<file path="src/rtl/alu_seq_unit.sv">
// alu_seq_unit: ALU-control decoder plus execute unit.
// Add/sub/and/or/address-add finish in one cycle; signed multiply
// (shift/add) and signed divide (restoring) take WIDTH+2 cycles.
// Results are handed back through a start/busy/done handshake.
module alu_seq_unit #(
    parameter int WIDTH = 16
) (
    input  logic             clk,
    input  logic             rst_n,
    input  logic             i_start,
    input  logic [1:0]       i_alu_op,
    input  logic [3:0]       i_funct,
    input  logic [WIDTH-1:0] i_a,
    input  logic [WIDTH-1:0] i_b,
    output logic [WIDTH-1:0] o_result,
    output logic [WIDTH-1:0] o_result_hi,
    output logic             o_busy,
    output logic             o_done,
    output logic             o_ovf,
    output logic             o_dz,
    output logic             o_illegal
);

    localparam int CW = $clog2(WIDTH + 1);

    localparam logic [2:0] C_ADD = 3'b000;
    localparam logic [2:0] C_SUB = 3'b001;
    localparam logic [2:0] C_MUL = 3'b010;
    localparam logic [2:0] C_DIV = 3'b011;
    localparam logic [2:0] C_AND = 3'b100;
    localparam logic [2:0] C_OR  = 3'b101;

    typedef enum logic [1:0] {
        S_IDLE = 2'b00,
        S_RUN  = 2'b01,
        S_SIGN = 2'b10,
        S_DONE = 2'b11
    } state_t;

    state_t             r_state;
    state_t             w_state_next;

    logic [2:0]         r_ctrl;
    logic [CW-1:0]      r_cnt;
    logic [2*WIDTH-1:0] r_acc;
    logic [WIDTH-1:0]   r_mag_a;
    logic [WIDTH-1:0]   r_mag_b;
    logic               r_neg_q;
    logic               r_neg_r;
    logic [WIDTH-1:0]   r_result;
    logic [WIDTH-1:0]   r_result_hi;
    logic               r_ovf;
    logic               r_dz;
    logic               r_illegal;

    logic [2:0]         w_ctrl;
    logic               w_illegal;
    logic               w_accept;
    logic               w_is_multi;
    logic               w_is_dz;
    logic [WIDTH-1:0]   w_b_eff;
    logic [WIDTH-1:0]   w_sum;
    logic               w_add_ovf;
    logic [WIDTH-1:0]   w_mag_a;
    logic [WIDTH-1:0]   w_mag_b;
    logic [WIDTH:0]     w_mul_upper;
    logic [WIDTH:0]     w_rem_sh;
    logic [WIDTH:0]     w_trial;
    logic [2*WIDTH-1:0] w_acc_next;
    logic [2*WIDTH-1:0] w_prod_s;
    logic [WIDTH-1:0]   w_quo_s;
    logic [WIDTH-1:0]   w_rem_s;
    logic               w_div_ovf;

    // Decode ALUop/funct into the 3-bit operation code.
    always_comb begin
        w_ctrl    = C_ADD;
        w_illegal = 1'b0;
        case (i_alu_op)
            2'b00: begin
                case (i_funct)
                    4'b0000: w_ctrl = C_ADD;
                    4'b0001: w_ctrl = C_SUB;
                    4'b0100: w_ctrl = C_MUL;
                    4'b0101: w_ctrl = C_DIV;
                    default: w_illegal = 1'b1;
                endcase
            end
            2'b01:   w_ctrl = C_AND;
            2'b10:   w_ctrl = C_OR;
            default: w_ctrl = C_ADD;   // address add for loads/stores
        endcase
    end

    // Single-cycle arithmetic, operand magnitudes and accept qualification.
    always_comb begin
        w_accept   = (r_state == S_IDLE) && i_start;
        w_b_eff    = (w_ctrl == C_SUB) ? (~i_b + 1'b1) : i_b;
        w_sum      = i_a + w_b_eff;
        w_add_ovf  = (i_a[WIDTH-1] == w_b_eff[WIDTH-1]) &&
                     (w_sum[WIDTH-1] != i_a[WIDTH-1]);
        // Most-negative maps onto itself, which is the correct unsigned magnitude.
        w_mag_a    = i_a[WIDTH-1] ? (~i_a + 1'b1) : i_a;
        w_mag_b    = i_b[WIDTH-1] ? (~i_b + 1'b1) : i_b;
        w_is_dz    = !w_illegal && (w_ctrl == C_DIV) && (i_b == '0);
        w_is_multi = !w_illegal && ((w_ctrl == C_MUL) ||
                                    ((w_ctrl == C_DIV) && (i_b != '0)));
    end

    // One iteration of shift/add multiply or restoring divide.
    always_comb begin
        w_mul_upper = {1'b0, r_acc[2*WIDTH-1:WIDTH]} +
                      (r_acc[0] ? {1'b0, r_mag_a} : {(WIDTH+1){1'b0}});
        // Remainder after the left shift; its top bit is always 0 because
        // the remainder stays below |b| <= 2^(WIDTH-1).
        w_rem_sh    = r_acc[2*WIDTH-1:WIDTH-1];
        w_trial     = w_rem_sh - {1'b0, r_mag_b};
        w_acc_next  = r_acc;
        if (r_ctrl == C_MUL) begin
            w_acc_next = {w_mul_upper, r_acc[WIDTH-1:1]};
        end else if (!w_trial[WIDTH]) begin
            w_acc_next = {w_trial[WIDTH-1:0], r_acc[WIDTH-2:0], 1'b1};
        end else begin
            w_acc_next = {w_rem_sh[WIDTH-1:0], r_acc[WIDTH-2:0], 1'b0};
        end
    end

    // Sign fix-up of the unsigned product / quotient / remainder.
    always_comb begin
        w_prod_s  = r_neg_q ? (~r_acc + 1'b1) : r_acc;
        w_quo_s   = r_neg_q ? (~r_acc[WIDTH-1:0] + 1'b1) : r_acc[WIDTH-1:0];
        w_rem_s   = r_neg_r ? (~r_acc[2*WIDTH-1:WIDTH] + 1'b1) : r_acc[2*WIDTH-1:WIDTH];
        // Only most-negative / -1 yields a positive quotient of 2^(WIDTH-1).
        w_div_ovf = !r_neg_q && r_acc[WIDTH-1];
    end

    // State register.
    always_ff @(posedge clk or negedge rst_n) begin
        if (!rst_n) begin
            r_state <= S_IDLE;
        end else begin
            r_state <= w_state_next;
        end
    end

    // Next-state logic.
    always_comb begin
        w_state_next = r_state;
        case (r_state)
            S_IDLE: begin
                if (i_start) begin
                    w_state_next = w_is_multi ? S_RUN : S_DONE;
                end
            end
            S_RUN: begin
                if (r_cnt == CW'(1)) begin
                    w_state_next = S_SIGN;
                end
            end
            S_SIGN:  w_state_next = S_DONE;
            default: w_state_next = S_IDLE;
        endcase
    end

    // Datapath: latch operands on accept, iterate in RUN, publish results.
    always_ff @(posedge clk or negedge rst_n) begin
        if (!rst_n) begin
            r_ctrl      <= C_ADD;
            r_cnt       <= '0;
            r_acc       <= '0;
            r_mag_a     <= '0;
            r_mag_b     <= '0;
            r_neg_q     <= 1'b0;
            r_neg_r     <= 1'b0;
            r_result    <= '0;
            r_result_hi <= '0;
            r_ovf       <= 1'b0;
            r_dz        <= 1'b0;
            r_illegal   <= 1'b0;
        end else begin
            case (r_state)
                S_IDLE: begin
                    if (w_accept) begin
                        r_ctrl <= w_ctrl;
                        if (w_is_multi) begin
                            r_mag_a <= w_mag_a;
                            r_mag_b <= w_mag_b;
                            r_neg_q <= i_a[WIDTH-1] ^ i_b[WIDTH-1];
                            r_neg_r <= i_a[WIDTH-1];
                            r_cnt   <= CW'(WIDTH);
                            r_acc   <= (w_ctrl == C_MUL) ? {{WIDTH{1'b0}}, w_mag_b}
                                                         : {{WIDTH{1'b0}}, w_mag_a};
                        end else begin
                            r_result_hi <= '0;
                            r_ovf       <= 1'b0;
                            r_dz        <= 1'b0;
                            r_illegal   <= 1'b0;
                            if (w_illegal) begin
                                r_result  <= '0;
                                r_illegal <= 1'b1;
                            end else if (w_is_dz) begin
                                r_result    <= '1;
                                r_result_hi <= i_a;
                                r_dz        <= 1'b1;
                            end else if (w_ctrl == C_AND) begin
                                r_result <= i_a & i_b;
                            end else if (w_ctrl == C_OR) begin
                                r_result <= i_a | i_b;
                            end else begin
                                r_result <= w_sum;
                                r_ovf    <= w_add_ovf;
                            end
                        end
                    end
                end
                S_RUN: begin
                    r_acc <= w_acc_next;
                    r_cnt <= r_cnt - 1'b1;
                end
                S_SIGN: begin
                    r_dz      <= 1'b0;
                    r_illegal <= 1'b0;
                    if (r_ctrl == C_MUL) begin
                        r_result    <= w_prod_s[WIDTH-1:0];
                        r_result_hi <= w_prod_s[2*WIDTH-1:WIDTH];
                        r_ovf       <= 1'b0;
                    end else begin
                        r_result    <= w_quo_s;
                        r_result_hi <= w_rem_s;
                        r_ovf       <= w_div_ovf;
                    end
                end
                default: ;
            endcase
        end
    end

    assign o_result    = r_result;
    assign o_result_hi = r_result_hi;
    assign o_ovf       = r_ovf;
    assign o_dz        = r_dz;
    assign o_illegal   = r_illegal;
    assign o_busy      = (r_state == S_RUN) || (r_state == S_SIGN);
    assign o_done      = (r_state == S_DONE);

endmodule

</file>
<file path="config.mk">
export PLATFORM = sky130hd
export DESIGN_NAME = alu_seq_unit
export DESIGN_NICKNAME = d
export VERILOG_FILES = /design/src/rtl/alu_seq_unit.sv
export SDC_FILE = /design/constraint.sdc
export NUM_CORES = 1
export LEC_CHECK = 0
export CORE_UTILIZATION = 47
export DETAILED_ROUTE_END_ITERATION = 8
export GPL_TIMING_DRIVEN = 1
export PLACE_DENSITY = 0.77
export SLEW_MARGIN = 20
export SYNTH_ARGS = -nofsm -noshare
export SYNTH_HDL_FRONTEND = slang
export SYNTH_SLANG_ARGS = --single-unit
export TNS_END_PERCENT = 30
</file>
<file path="constraint.sdc">
create_clock -name clk -period 6.1 [get_ports clk]
set_input_delay 1.22 -clock clk [delete_from_list [all_inputs] [get_ports clk]]
set_output_delay 1.22 -clock clk [all_outputs]
set_load 0.01 [all_outputs]
</file>
==> results.toml, run 1 <==
[clock_network]
cts_buffers = 9
cts_max_level = 3
cts_setup_buffers = 0
path_clk_slew_ns = 0.08
cts_tree = "built"
clock-sinks = 111
root_buffer = "clkbuf_16"
cts-resized-gates = 0
clkLatencyLatePin_ns = 0.38
clockBufferDepth = 2
ctsHoldBuffers = 0

[synth]
synthCells = 1205
synth_flop_cell = "dfrtp_1"
synth-seq-area-share_pct = 28.5
ys_types = 80
synth_nets = 1313
syn-cell-area_sq_mm = 0.00975
synth_top_area_share_pct = 28.5
synth.area.top_cells = "dfrtp_1 (28%), ha_1 (8.2%), a21oi_1 (6.9%), xnor2_1 (5.4%), nand2_1 (4.3%)"
synth_edf_count = 0
synth_warnings = 0
synth-async-reset-ratio_pct = 100
synth.avg_cell_area_sq_um = 8.09
ys_ff_latch = 111
synth_top_area_cell = "dfrtp_1"

[final_layout]
nets = 1353
final-instance-count-excl-fill = 1520
most-common-layout-cells = "a21oi_1 (134), nand2_1 (113), dfrtp_1 (111)"
drive_above_1_share_pct = 5.84
diodes = 0
mostFrequentLayoutCell = "a21oi_1"
area.growth.synth_to_final_pct = 13.3

[floorplanning]
coreArea_sq_mm = 0.0203
die_area_sq_mm = 0.0213
die_height_um = 146
boundaryPins = 78
initial_utilization_pct = 48.0
die_w_um = 146
num_rows = 52

[placement]
place_congestion = 0.976
dp.cells = 1504
dpl.hpwl_um = 23000
io_buffers = 77

[drt]
wl_per_cell_um = 20.2
ant_nets = 0
vias = 9485
drc = 0
wirelength_um = 30700
viasPerCell = 6.24
drt_first_pass_iters = 5
drtIter0Drc = 1046

[critical_path]
max_stage_delay_ns = 0.56
cp.arrival_ns = 5.39
start_kind = "input pin"
path_class = "input pin to register"
rr_startpoint = "r_acc[15]"
crit_fanout = 8
critPathCaptureType = "register"
worst-r2r-setup-slack_ns = 2.39
crit_path_top_delay_cell = "a22oi_1"
cp.required_ns = 6.37
reg2reg_depth = 12
r2r-end = "r_acc[28]"
path_cells = "clkdlybuf4s50_1 -> inv_1 -> ha_1 -> nor4b_1 -> a22oi_1 -> nor3_1 -> o21ai_0 -> ha_1 -> a211o_1 -> a211oi_1 -> o21ai_0 -> a21boi_0 -> o31a_1 -> and3_1 -> nor2_1 -> o41ai_1"

[timing]
worst_pin_slew_ns = 0.947
hold_viol = 0
slew_viol_final = 0
finalSetupViolCount = 0
holdWs_ns = 0.493
fin_tns_setup_ns = 0
rsz0062_at_grt = "false"
layout_min_cycle_time_ns = 5.12
relSlewSlack_pct = 36.9
finClkSkew_ns = 0.0187
max_freq_ghz = 0.195
finalCritPeriodShare_pct = 83.9

[pwr]
power.density_mw_per_mm2 = 456
max-vdd-ir-drop_mv = 0.386
power.leakage_nw = 4.72

[worst_hold_path]
whs_path_depth = 1
worstHoldStart = "o_dz"
hold_class = "register to register"
min_to = "o_dz"

[job]
timing.max_cap.violations = 0

[grt]
grt_pass1_vias = 8692
grt_use_total_pct = 29.0
overflow = 0
antenna_found_initial = 0
grt_max_degree = 62
grt_pass1_wl_um = 48600

[status]
status = "finished clean"
registers in the layout, summed over array words and instances, names as in the netlist:
signal / cells
o_result_hi: 16
r_mag_a: 16
r_cnt: 5
r_mag_b: 16
o_dz: 1
o_ovf: 1
r_neg_q: 1
r_neg_r: 1
r_state: 2
r_ctrl: 3
o_result: 16
r_acc: 32
o_illegal: 1
cells in the mapped netlist, drive strengths merged (5+ instances only):
cell,n
a21oi,135
nand2,113
dfrtp,111
nor2,105
o21ai,88
ha,64
xnor2,60
inv,54
clkbuf,52
xor2,44
nor3,33
mux2i,30
nand3,22
a21o,21
a31oi,19
o31ai,19
a211oi,18
and2,18
a22oi,16
buf,13
mux2,11
o21a,11
a22o,10
nor4,10
o22ai,9
o21bai,8
o41ai,8
or2,8
a32oi,7
nand4,7
or3,7
nand2b,6
or4,6
and3,5
cell families (layout without fill, tap and decap cells):
kind of cell               after synthesis  after routing  synth area share [%]
DFF                                    111            111                  28.5
buffers and inverters                  121            166                  4.93
and+or+nand+nor                        362            362                  17.9
adders and majority gates               67             67                  8.83
muxes                                   41             41                  4.35
xor gates and xnor gates               104            104                  9.61
AOI/OAI and AO/OA                      399            399                  25.9
metal layers:
layer | share of wire (%) | global-route usage [%] | routed length, um
met5 | 0 | 0 | 0
met2 | 44 | 44.3 | 13500
met3 | 8.6 | 6.44 | 2640
met4 | 2.5 | 8.59 | 772
met1 | 45 | 40.9 | 13800
critical path: cells and delay by family:
kind / cells / cell delay [ns]
AOI/OAI and AO/OA: 8 / 2.52
and+or+nand+nor: 4 / 0.53
adders and majority gates: 2 / 0.52
buffers and inverters: 2 / 0.61
stage by stage:
stage / utilization [%] / worst slack [ns] / total power, W / cell area (sq um)
after floorplan: - / 1.37 / 0.00342 / 9750
after detailed placement: 52.9 / 0.700 / 0.00432 / 10700
after global routing: 54.4 / 0.580 / 0.00541 / 11000
after global placement: 52.9 / 0.856 / 0.00426 / 10700
final: 54.4 / 0.980 / 0.00504 / 11000
after CTS: 54.4 / 1.04 / 0.00499 / 11000
how the worst max path moves through the flow:
stage,startpoint,cells past startpoint,to
after floorplan,i_alu_op[0],16,o_result[14]
after global placement,i_alu_op[1],16,o_ovf
after detailed placement,i_alu_op[1],16,o_ovf
after CTS,i_alu_op[1],16,o_ovf
after global routing,i_alu_op[1],18,o_ovf
final,i_alu_op[1],16,o_ovf
power breakdown:
group	internal, W	switching [W]
registers	0.00102	0.000383
clock network	0.000359	0.000292
logic	0.00129	0.00170
layout make-up:
| type | count | area (sq um) |
|---|---|---|
| timing repair buffer | 94 | 896 |
| clock inverter | 6 | 85.1 |
| multi-input combinational | 973 | 6510 |
| fill | 1932 | 9250 |
| inverter | 56 | 210 |
| sequential | 111 | 2780 |
| clock buffer | 10 | 229 |
| tap | 270 | 338 |
Note: power is estimated with default switching activity, not from simulation.
==> inputs of run 2 (changes only) <==
--- a/config.mk
+++ b/config.mk
@@ -8,7 +8,7 @@
 export CORE_UTILIZATION = 47
 export DETAILED_ROUTE_END_ITERATION = 8
 export GPL_TIMING_DRIVEN = 1
-export PLACE_DENSITY = 0.77
+export PLACE_DENSITY = 0.79
 export SLEW_MARGIN = 20
 export SYNTH_ARGS = -nofsm -noshare
 export SYNTH_HDL_FRONTEND = slang
==> constraint.sdc (replaced) <==
create_clock -name clk -period 4.5 [get_ports clk]
set_input_delay 0.9 -clock clk [delete_from_list [all_inputs] [get_ports clk]]
set_output_delay 0.9 -clock clk [all_outputs]
set_load 0.01 [all_outputs]
==> results.toml, run 2 (synthesis gave the netlist of run 1 again) <==
[pwr]
power.density_mw_per_mm2 = 604
power.leakage_nw = 5.02
max-vdd-ir-drop_mv = 0.359

[clock_network]
clock-sinks = 111
path_clk_slew_ns = 0.08
cts_max_level = 3
cts_buffers = 9
root_buffer = "clkbuf_16"
ctsHoldBuffers = 0
clockBufferDepth = 2
clkLatencyLatePin_ns = 0.38
cts_tree = "built"

[critical_path]
start_kind = "input pin"
rr_startpoint = "r_acc[15]"
cp.arrival_ns = 4.54
critPathCaptureType = "register"
path_class = "input pin to register"
cp.required_ns = 4.77
crit_fanout = 4
setup.worst_path.start = "i_b[0]"
worst-r2r-setup-slack_ns = 0.94

[grt]
grt_use_total_pct = 29.8
overflow = 0
grt_max_degree = 66
antenna_found_initial = 0
grt_pass1_vias = 9216
grt_pass1_wl_um = 49900

[drt]
drt_first_pass_iters = 5
drtIter0Drc = 935
ant_nets = 0
viasPerCell = 6.19
vias = 9784
wl_per_cell_um = 19.9
wirelength_um = 31400
drc = 0

[floorplanning]
boundaryPins = 78
num_rows = 52
die_area_sq_mm = 0.0213
initial_utilization_pct = 48.0
coreArea_sq_mm = 0.0203
die_w_um = 146
die_height_um = 146

[status]
status = "finished clean"

[timing]
rsz0062_at_grt = "false"
setup_slack_ns = 0.230
hold_viol = 0
layout_min_cycle_time_ns = 4.27
finalSetupViolCount = 0
relSlewSlack_pct = 32.6
worst_pin_slew_ns = 0.998
slew_viol_final = 0
finClkSkew_ns = 0.0173
finalCritPeriodShare_pct = 94.9
max_freq_ghz = 0.234

[final_layout]
most-common-layout-cells = "a21oi_1 (134), nand2_1 (113), dfrtp_1 (111)"
diodes = 0
nets = 1414
largest_register = "r_acc"
largest_register_ffs = 32
area.growth.synth_to_final_pct = 18.1
mostFrequentLayoutCell = "a21oi_1"
fin_util_pct = 56.7
drive_above_1_share_pct = 10.5

[placement]
io_buffers = 77
pre_cts_ws_ns = -0.322
dpl.hpwl_um = 23800
place_congestion = 0.984

[worst_hold_path]
hold_class = "register to register"
worstHoldStart = "o_result[8]"

[job]
timing.max_cap.violations = 0
==> run 2: changes by cell type in the layout (fill, tap and decap cells not counted), sizes merged <==
cell,delta
bufinv,-1
clkbuf,-1
inv,+4
clkinvlp,-1
buf,+61
clkinv,-2
==> run 2: power breakdown <==
part	switching, W	leakage [nW]	internal [W]
clock	0.000429	0.146	0.000442
combinational	0.00236	3.46	0.00185
sequential	0.000496	1.41	0.00138
total	0.00329	5.02	0.00367
==> run 2: worst paths after layout <==
check                              end  cells after the start
setup / recovery                 o_ovf                     13
hold / removal             o_result[8]                      2
setup reg to reg              r_acc[0]                     12
hold reg to reg            o_result[8]                      2
max in group asynchronous      r_neg_r                      2
min in group asynchronous     r_cnt[2]                      1
==> run 2: layout make-up <==
cell class                      instances  area (sq um)
Inverter                               56           210
Timing Repair Buffer                  155          1370
Clock buffer                            9           225
Multi-Input combinational cell        973          6530
Fill cell                            1880          8780
Clock inverter                          6          77.6
Tap cell                              270           338
Sequential cell                       111          2780
==> run 2: worst max-delay path: stages <==
cell	delay, ns
clkdlybuf4s50_1	0.51
or3_4	0.43
or4b_1	0.60
or4b_4	0.57
nand2_1	0.10
xnor2_1	0.12
ha_1	0.28
a21o_1	0.16
a21oi_1	0.18
o31a_1	0.24
and3_1	0.17
nor2_1	0.05
o41ai_1	0.22
==> run 2: timing repair <==
| item | in CTS | in global routing |
|---|---|---|
| buffers inserted | 0 | 0 |
| setup endpoints to repair | 0 | 6 |
| resized for setup | 0 | 5 |
==> run 2: stage by stage <==
stage                     setup TNS, ns  hold WS [ns]  total power (W)  instance area, sq um  std cells
final                                 0         0.486          0.00696                 11500       1580
after global routing                  0         0.505          0.00745                 11500       1580
after CTS                             0         0.488          0.00689                 11500       1580
after detailed placement          -1.16         0.470          0.00600                 11200       1565
after global placement           -0.622         0.467          0.00589                 11200       1565
after floorplan                       0         0.465          0.00464                  9750       1205
==> run 2: per-layer routing <==
layer  global-route usage (%)  vias up  routed length (um)
met4                     11.7        0                1160
li1                         -     4545                   -
met3                     5.91       88                2850
met5                        0        -                   0
met2                     45.2      511               13700
met1                     41.8     4640               13700
